<file path="src/rtl/req_arbiter_pkg.sv">
// rtl/req_arbiter_pkg.sv - shared types and constants for the request arbiter
package req_arbiter_pkg;

    localparam int NUM_REQ = 16;
    localparam int ID_W    = 4;

    typedef enum logic [1:0] {
        ST_IDLE  = 2'd0,
        ST_OFFER = 2'd1,
        ST_BUSY  = 2'd2
    } arb_state_e;

    function automatic logic [NUM_REQ-1:0] id_onehot(input logic [ID_W-1:0] id);
        logic [NUM_REQ-1:0] v;
        v     = '0;
        v[id] = 1'b1;
        return v;
    endfunction

    // Bits strictly below id; empty for id 0, which makes round-robin fall back to fixed priority.
    function automatic logic [NUM_REQ-1:0] below_mask(input logic [ID_W-1:0] id);
        logic [NUM_REQ-1:0] v;
        v = '0;
        for (int i = 0; i < NUM_REQ; i++) begin
            v[i] = (ID_W'(i) < id);
        end
        return v;
    endfunction

endpackage

</file>
<file path="src/rtl/req_arbiter_prio_enc16.sv">
// rtl/req_arbiter_prio_enc16.sv - 16-bit priority encoder, highest set bit wins
module prio_enc16
    import req_arbiter_pkg::*;
(
    input  logic [NUM_REQ-1:0] vec_i,
    output logic [ID_W-1:0]    idx_o,
    output logic               valid_o
);

    always_comb begin
        idx_o   = '0;
        valid_o = |vec_i;
        for (int i = 0; i < NUM_REQ; i++) begin
            if (vec_i[i]) begin
                idx_o = ID_W'(i);
            end
        end
    end

endmodule

</file>
<file path="src/rtl/req_arbiter.sv">
// rtl/req_arbiter.sv - 16-way request arbiter with grant handshake and busy watchdog
module req_arbiter
    import req_arbiter_pkg::*;
#(
    parameter int unsigned TIMEOUT_CYCLES = 255
) (
    input  logic               clk,
    input  logic               rst_n,
    input  logic               ena,
    input  logic [NUM_REQ-1:0] req,
    input  logic [NUM_REQ-1:0] mask,
    input  logic               rr_mode,
    input  logic               gnt_ready,
    input  logic               done,
    output logic               gnt_valid,
    output logic [ID_W-1:0]    gnt_id,
    output logic               busy,
    output logic               timeout,
    output logic               pend_any
);

    localparam logic [7:0] TIMEOUT_LAST = 8'(TIMEOUT_CYCLES - 1);

    arb_state_e         state_q, state_d;
    logic [NUM_REQ-1:0] pending_q, pending_d;
    logic [ID_W-1:0]    last_id_q, last_id_d;
    logic [ID_W-1:0]    gnt_id_q, gnt_id_d;
    logic [7:0]         cnt_q, cnt_d;
    logic               timeout_q, timeout_d;

    logic [NUM_REQ-1:0] eligible;
    logic [NUM_REQ-1:0] below;
    logic [NUM_REQ-1:0] clr;
    logic [ID_W-1:0]    below_idx, all_idx, sel_id;
    logic               below_valid, all_valid;
    logic               accept;

    assign eligible = pending_q & ~mask;
    assign below    = eligible & below_mask(last_id_q);

    prio_enc16 u_enc_below (
        .vec_i   (below),
        .idx_o   (below_idx),
        .valid_o (below_valid)
    );

    prio_enc16 u_enc_all (
        .vec_i   (eligible),
        .idx_o   (all_idx),
        .valid_o (all_valid)
    );

    assign sel_id = (rr_mode && below_valid) ? below_idx : all_idx;
    assign accept = (state_q == ST_OFFER) && gnt_ready;
    assign clr    = accept ? id_onehot(gnt_id_q) : '0;

    // New requests are applied after the clear so a same-cycle re-request survives.
    assign pending_d = (pending_q & ~clr) | (req & ~mask);

    always_comb begin
        state_d   = state_q;
        gnt_id_d  = gnt_id_q;
        last_id_d = last_id_q;
        cnt_d     = cnt_q;
        timeout_d = 1'b0;
        case (state_q)
            ST_IDLE: begin
                if (ena && all_valid) begin
                    state_d  = ST_OFFER;
                    gnt_id_d = sel_id;
                end
            end
            ST_OFFER: begin
                if (gnt_ready) begin
                    state_d   = ST_BUSY;
                    cnt_d     = 8'd0;
                    last_id_d = gnt_id_q;
                end
            end
            ST_BUSY: begin
                if (done) begin
                    state_d = ST_IDLE;
                end else if (cnt_q == TIMEOUT_LAST) begin
                    state_d   = ST_IDLE;
                    timeout_d = 1'b1;
                end else begin
                    cnt_d = cnt_q + 8'd1;
                end
            end
            default: begin
                state_d = ST_IDLE;
            end
        endcase
    end

    always_ff @(posedge clk or negedge rst_n) begin
        if (!rst_n) begin
            state_q   <= ST_IDLE;
            pending_q <= '0;
            last_id_q <= '0;
            gnt_id_q  <= '0;
            cnt_q     <= 8'd0;
            timeout_q <= 1'b0;
        end else begin
            state_q   <= state_d;
            pending_q <= pending_d;
            last_id_q <= last_id_d;
            gnt_id_q  <= gnt_id_d;
            cnt_q     <= cnt_d;
            timeout_q <= timeout_d;
        end
    end

    assign gnt_valid = (state_q == ST_OFFER);
    assign busy      = (state_q == ST_BUSY);
    assign gnt_id    = gnt_id_q;
    assign timeout   = timeout_q;
    assign pend_any  = |eligible;

endmodule

</file>
<file path="config.mk">
export PLATFORM = sky130hd
export DESIGN_NAME = req_arbiter
export DESIGN_NICKNAME = d
export VERILOG_FILES = /design/src/rtl/req_arbiter_pkg.sv /design/src/rtl/req_arbiter_prio_enc16.sv /design/src/rtl/req_arbiter.sv
export SDC_FILE = /design/constraint.sdc
export NUM_CORES = 1
export LEC_CHECK = 0
export ABC_CLOCK_PERIOD_IN_PS = 2700
export CORE_UTILIZATION = 40
export CTS_CLUSTER_DIAMETER = 50
export DETAILED_ROUTE_END_ITERATION = 8
export HOLD_SLACK_MARGIN = 0.05
export PLACE_DENSITY = 0.66
export SLEW_MARGIN = 5
export SYNTH_ARGS = -nofsm -noshare
export SYNTH_HDL_FRONTEND = slang
export SYNTH_SLANG_ARGS = --single-unit
</file>
<file path="constraint.sdc">
create_clock -name clk -period 2.7 [get_ports clk]
set_clock_uncertainty 0.05 [all_clocks]
set_input_delay 0.675 -clock clk [delete_from_list [all_inputs] [get_ports clk]]
set_output_delay 0.675 -clock clk [all_outputs]
set_load 0.01 [all_outputs]
</file>
* Word level (Yosys, flattened, before mapping)
Cells that the tools add are included.
Storage, ports and cells: bits of input ports 38, flip-flop bits (word level) 35, output and inout bits 8, logic and storage cells 98
Cells by class: muxes and demuxes 46, $add $sub $neg 1, bitwise operators 7, equality and inequality tests 8, $lt $le $gt $ge 18, reduce and logical (&&, ||, !) cells 12
Operators with widths (count):
- $mux W4 | 17
- $and A16 B16 Y16 | 4
- $lt A4 B4 Y1 const A | 8
- $not A16 Y16 | 2
- $reduce_or A16 Y1 | 2
- $mux W3 | 8
- $mux W8 | 3
- $lt A3 B4 Y1 const A | 4
- $mux W16 | 1
- $mux W2 | 8
- $or A16 B16 Y16 | 1
- $pmux W8 S2 | 1
- $add A8 B1 Y8 const B | 1
- $eq A8 B8 Y1 const B | 1
- $lt A1 B4 Y1 const A | 2
- $lt A2 B4 Y1 const A | 2
- $ne A2 B2 Y1 const B | 4
- $mux W1 | 6
- $pmux W2 S3 | 1
- $lt A4 B5 Y1 const B | 1
- $demux W1 S4 | 1
- $ge A4 B1 Y1 const B | 1
- $logic_and A1 B1 Y1 | 4
- $reduce_and A2 Y1 | 2
- other kinds (7) | 7

* Longest topological paths before layout
word-level depth 19, depth in mapped cells 7, gate-level depth less buffers 7

* Hierarchy
A second synthesis with hierarchy kept.
Second synthesis, totals: cells, all modules 264, area, all modules 2239.6 um2
Modules (own cells, without submodules):
- req_arbiter | area an instance 1899.3 um2, cells an instance 208, seq. area each 875.8 um2, times used 1
- prio_enc16 | area an instance 170.2 um2, cells an instance 28, seq. area each 0.0 um2, times used 2

* Least setup slack after synthesis
No wires, ideal clock.
path kind input -> output, start point in mask[12], end point out pend_any, path slack 0.348 ns, stages 4, required time 1.975 ns, data arrival time 1.627 ns, buffers on the path 1, path through nor2b_1 > buf_6 > or4_4 > nand4b_1
Between the ends: cells in the longest elaborated chain, start to end 3
RTL lines:
- start, declared | RTL line req_arbiter.sv:11 | input logic [NUM_REQ-1:0] mask,
- $not A16 Y16 | RTL line req_arbiter.sv:38 | assign eligible = pending_q & ~mask;
- $and A16 B16 Y16 | RTL line req_arbiter.sv:38
- $reduce_or A16 Y1 | RTL line req_arbiter.sv:118 | assign pend_any = |eligible;
- end, declared | RTL line req_arbiter.sv:19 | output logic pend_any
Every way passes these cells.

* Final worst setup path
start point in mask[13], end point out pend_any
Same word-level chain as after synthesis.

==> results <==
- The register area share after synthesis is approximately two fifths.
- The leakage power is around 1.3 nW.
- Of the total power, the share spent switching nets is roughly 41%.
- The synthesized netlist occupies a cell area of ~0.0022 sq mm.
- At the later pin of the worst-skew pair, clock insertion delay measures 290 ps.
- The area growth from synthesis to layout is 39.2%.
- Across all setup checks in the final design, the least slack found is ~80 ps.
- The detailed router finished its first iteration with around 130 violations.
- The number of buffers added by the clock tree synthesis step is 5.
- The type of destination of the critical path is an output pin.
- Leaving out fill and tap cells, the most frequent cell in the layout is o21ai_0.
- The number of diodes is 0.
- The maximum fanout along the worst path is 3.
- The count of final max-slew check failures is 0.
- Detailed placement finished with a half-perimeter wire length of approximately 4500 microns.
- In this run, synthesis inferred 0 flip-flops with an integrated enable.
- In the final layout, the share of cells above drive strength 1 is between 10% and 20%.
- The post-synthesis async set-or-reset flop share is 100%.
- The first global-routing pass estimated 9850 microns of wire.
- In this run the power spent charging and discharging nets is between 0.0009 and 0.001 W.
- The count of pins on the block boundary is 46.
- The area of the die is ~0.0059 sq mm.
- The hold path depth is 2.
- The number of clock sinks is 35.
- The CTS tree is yes.
- Sorting the synthesized cells by area gives the leading types as dfrtp_1 39%, o21ai_0 9.6%, nor2b_1 4.2%.
- The cell taking the most area after synthesis is dfrtp_1.
- The gate family responsible for the most delay along the worst path is simple AND/OR/NAND/NOR gates.
- At the end of the flow, the number of nets in the layout was approximately 390.
- The slew at the pin with the worst max-slew slack is just over 500 ps.
- Entering global routing, the biggest net connects 36 pins.
- The most instantiated flip-flop cell in the synthesis netlist is dfrtp_1.
- The flow ran to the end, and the final reports show no timing, DRC or antenna violations.
- Walking the worst path, the cells encountered are dlygate4sd2_1, nor2b_1, or4_4, nand4b_1, buf_2.
- The number of hold violations in the final report is 0.
- The number of buffers on the longest clock path is 2.
- The number of cells on the worst reg-to-reg path is 10.
- Combinational logic burns between 40% and 50% of the power.
- At the end of routability-driven placement, the weighted congestion stood at around 0.93.
- The library cell contributing the largest single delay on the critical path is or4_4.
- Across every metal layer, demand over resource in global routing totals ~22%.
- The class of the tightest hold or removal check is flip-flop to flip-flop.
- The mean routed wirelength per cell is 14.1 microns.
- The buffer cell driving the clock tree root is clkbuf_8.
- The synthesized design contains 35 register bits.
- Setup repair after global routing left no endpoint under its margin.
- After synthesis, the mean cell area works out to between 8 and 9 sq um.
- The core box area is ~0.0052 sq mm.
- The worst vdd rail ir drop is between 0.3 and 0.4 mV.
- The first TritonRoute pass finished after 5 iterations.
- Across the run, the number of max-cap violations was 0.
- Leaving out fill and tap cells, the most frequent cells in the layout are 43 x o21ai_0, 36 x buf_4, 35 x dfrtp_1, 35 x clkdlybuf4s50_1, 24 x nand2_1.
- The number of core rows is 26.
- Internal power comes to roughly 0.0014 W.
- STA classifies the critical path startpoint as an input pin.
- The number of nets handed over by synthesis was 304.
- The worst relative slew slack is roughly two thirds.
- The post-layout minimum cycle time is ~2600 ps.
- CTS built an H-tree with a depth of 2.
- The post-route clock period utilization is between 90% and 100%.
- The clock edge transition at the registers on the reported setup and hold paths is roughly 70 ps.
- The initial utilization of the core area, before any placement, comes to a little over two fifths.
- After detailed routing, the total wire length is between 5000 and 6000 microns.
- The total number of cells along the worst setup path is 5.
- The maximum achievable frequency is roughly 380 MHz.
- The clock network is responsible for around 17% of the overall power.
- The number of antenna-violating nets in the routed design is 0.
- The minimum setup slack after placement is -553 ps.
- At the worst endpoint, the arrival time is between 1500 and 2000 ps.
- The delay of the slowest critical-path stage is roughly 520 ps.
- The number of standard cells after synthesis is 264.
- Setup violations remaining at the end of the flow were counted as 0.
- The floorplan step set the die height to between 70 and 80 microns.
- The count of vias placed by the detailed router is roughly 2,200.
- Dividing the detail-routed via count by the number of cells gives ~5.3.
- The die is a little under 80 microns wide.
- The number of antenna violations at the first check in global routing was 0.
- The required time of the critical path is between 1500 and 2000 ps.
- By startpoint and endpoint, the worst setup path is classified as input pin to output pin.
- Yosys printed 0 warnings.
- The number of buffers and inverters on the critical path is 2.
- The sequential fraction of design power is between 30% and 40%.
- The top cell type by area accounts for between 30% and 40% of the synthesized area.
- The total negative slack is 0 ps.
- The final routed DRC violation total is 0.
- Buffers placed on the I/O ports in this run total 45.
- For this design the ratio of total power to cell area is roughly 750 mW/mm^2.
- The via count of the first global-routing pass is about 2,000.
- Counting distinct cell types in the post-synthesis netlist gives between 50 and 60.
- The final global-route overflow total is 0.
## flip-flops by register name, indices dropped and copies added (netlist names)
signal	count
cnt_q	8
gnt_id	4
last_id_q	4
pending_q	16
state_q	2
timeout	1
## path summary, 6_finish.rpt
kind                                         start                      end  slack, ps
max                                       mask[13]                 pend_any         80
max reg2reg                pending_q[13]$_DFF_PN0_    gnt_id[2]$_DFFE_PN0P_        320
min                         pending_q[6]$_DFF_PN0_   pending_q[6]$_DFF_PN0_        460
max in group asynchronous                    rst_n   pending_q[6]$_DFF_PN0_       1550
min in group asynchronous                    rst_n  pending_q[14]$_DFF_PN0_        740
min reg2reg                 pending_q[6]$_DFF_PN0_   pending_q[6]$_DFF_PN0_        460
## kinds of logic after synthesis
logic type / count (synthesis) / share of synthesized area (%)
compound gates: 81 / 23.4
xor+xnor: 6 / 2.35
fa+ha+maj: 2 / 1.12
buf+inv: 28 / 5.59
flops: 35 / 39.1
mux: 1 / 0.503
simple gates: 111 / 28.0
## final cells by class
cell class / count / area (sq um)
timing repair buffer: 82 / 719
clock buffer: 6 / 82.6
sequential: 35 / 876
tap: 70 / 87.6
clock inverter: 1 / 5.00
inverter: 22 / 82.6
multi-input combinational: 201 / 1260
fill: 506 / 2120
## metrics by stage
stage / cell area (sq um) / hold slack (ps) / total power, W / util, % / std cells
after global routing: 3120 / 520 / 0.00252 / 59.5 / 417
final: 3120 / 463 / 0.00234 / 59.5 / 417
after floorplan: 2240 / 329 / 0.00147 / - / 264
after CTS: 3090 / 472 / 0.00233 / 59.0 / 417
after detailed placement: 2980 / 456 / 0.00194 / 57.0 / 406
after global placement: 2980 / 433 / 0.00193 / 57.0 / 406
## worst reg2reg max path: cells and delay by family, from the launching register on
kind | cells | cell delay (ps)
AO/OA/AOI/OAI | 1 | 240
buffers and inverters | 4 | 540
AND/OR/NAND/NOR | 5 | 1070
flip-flops | 1 | 390
## Yosys cell counts (2+ instances only)
library cell	number
o21ai_0	43
dfrtp_1	35
nand2_1	24
inv_1	22
nor2_1	17
nor2b_1	15
nand2b_1	9
nand3_1	8
nor3_1	6
a211oi_1	5
a21oi_1	5
nand3b_1	4
nand4b_1	4
o31ai_1	4
xor2_1	4
and2_1	3
nand4_1	3
o22ai_1	3
a211o_1	2
a21o_1	2
a2bb2oi_1	2
and2b_2	2
and4_1	2
buf_6	2
clkbuf_1	2
ha_1	2
nor4_1	2
o21a_1	2
o221ai_1	2
xnor2_1	2
## what timing repair did
action,4_1_cts,5_1_grt
hold buffers,0,0
buffers inserted,4,0
pin swaps,4,2
gates resized for setup,13,5
setup endpoints to repair,1,5
## routing by layer
| metal | GRT usage, % | wire length, microns | vias to the layer above |
|---|---|---|---|
| met5 | 0 | 0 | - |
| met4 | 7.12 | 110 | 0 |
| met3 | 4.05 | 281 | 12 |
| met2 | 33.1 | 2680 | 63 |
| met1 | 30.2 | 2800 | 1019 |
| li1 | - | - | 1110 |
## power groups by stage
| stage | Combinational [W] | Clock (W) | Sequential (W) |
|---|---|---|---|
| after floorplan | 0.000702 | 0 | 0.000767 |
| after global placement | 0.00108 | 0 | 0.000851 |
| after detailed placement | 0.00108 | 0 | 0.000854 |
| after CTS | 0.00109 | 0.000401 | 0.000844 |
| after global routing | 0.00122 | 0.000428 | 0.000877 |
| final | 0.00111 | 0.000386 | 0.000848 |
Note: power is estimated with default switching activity, not from simulation.
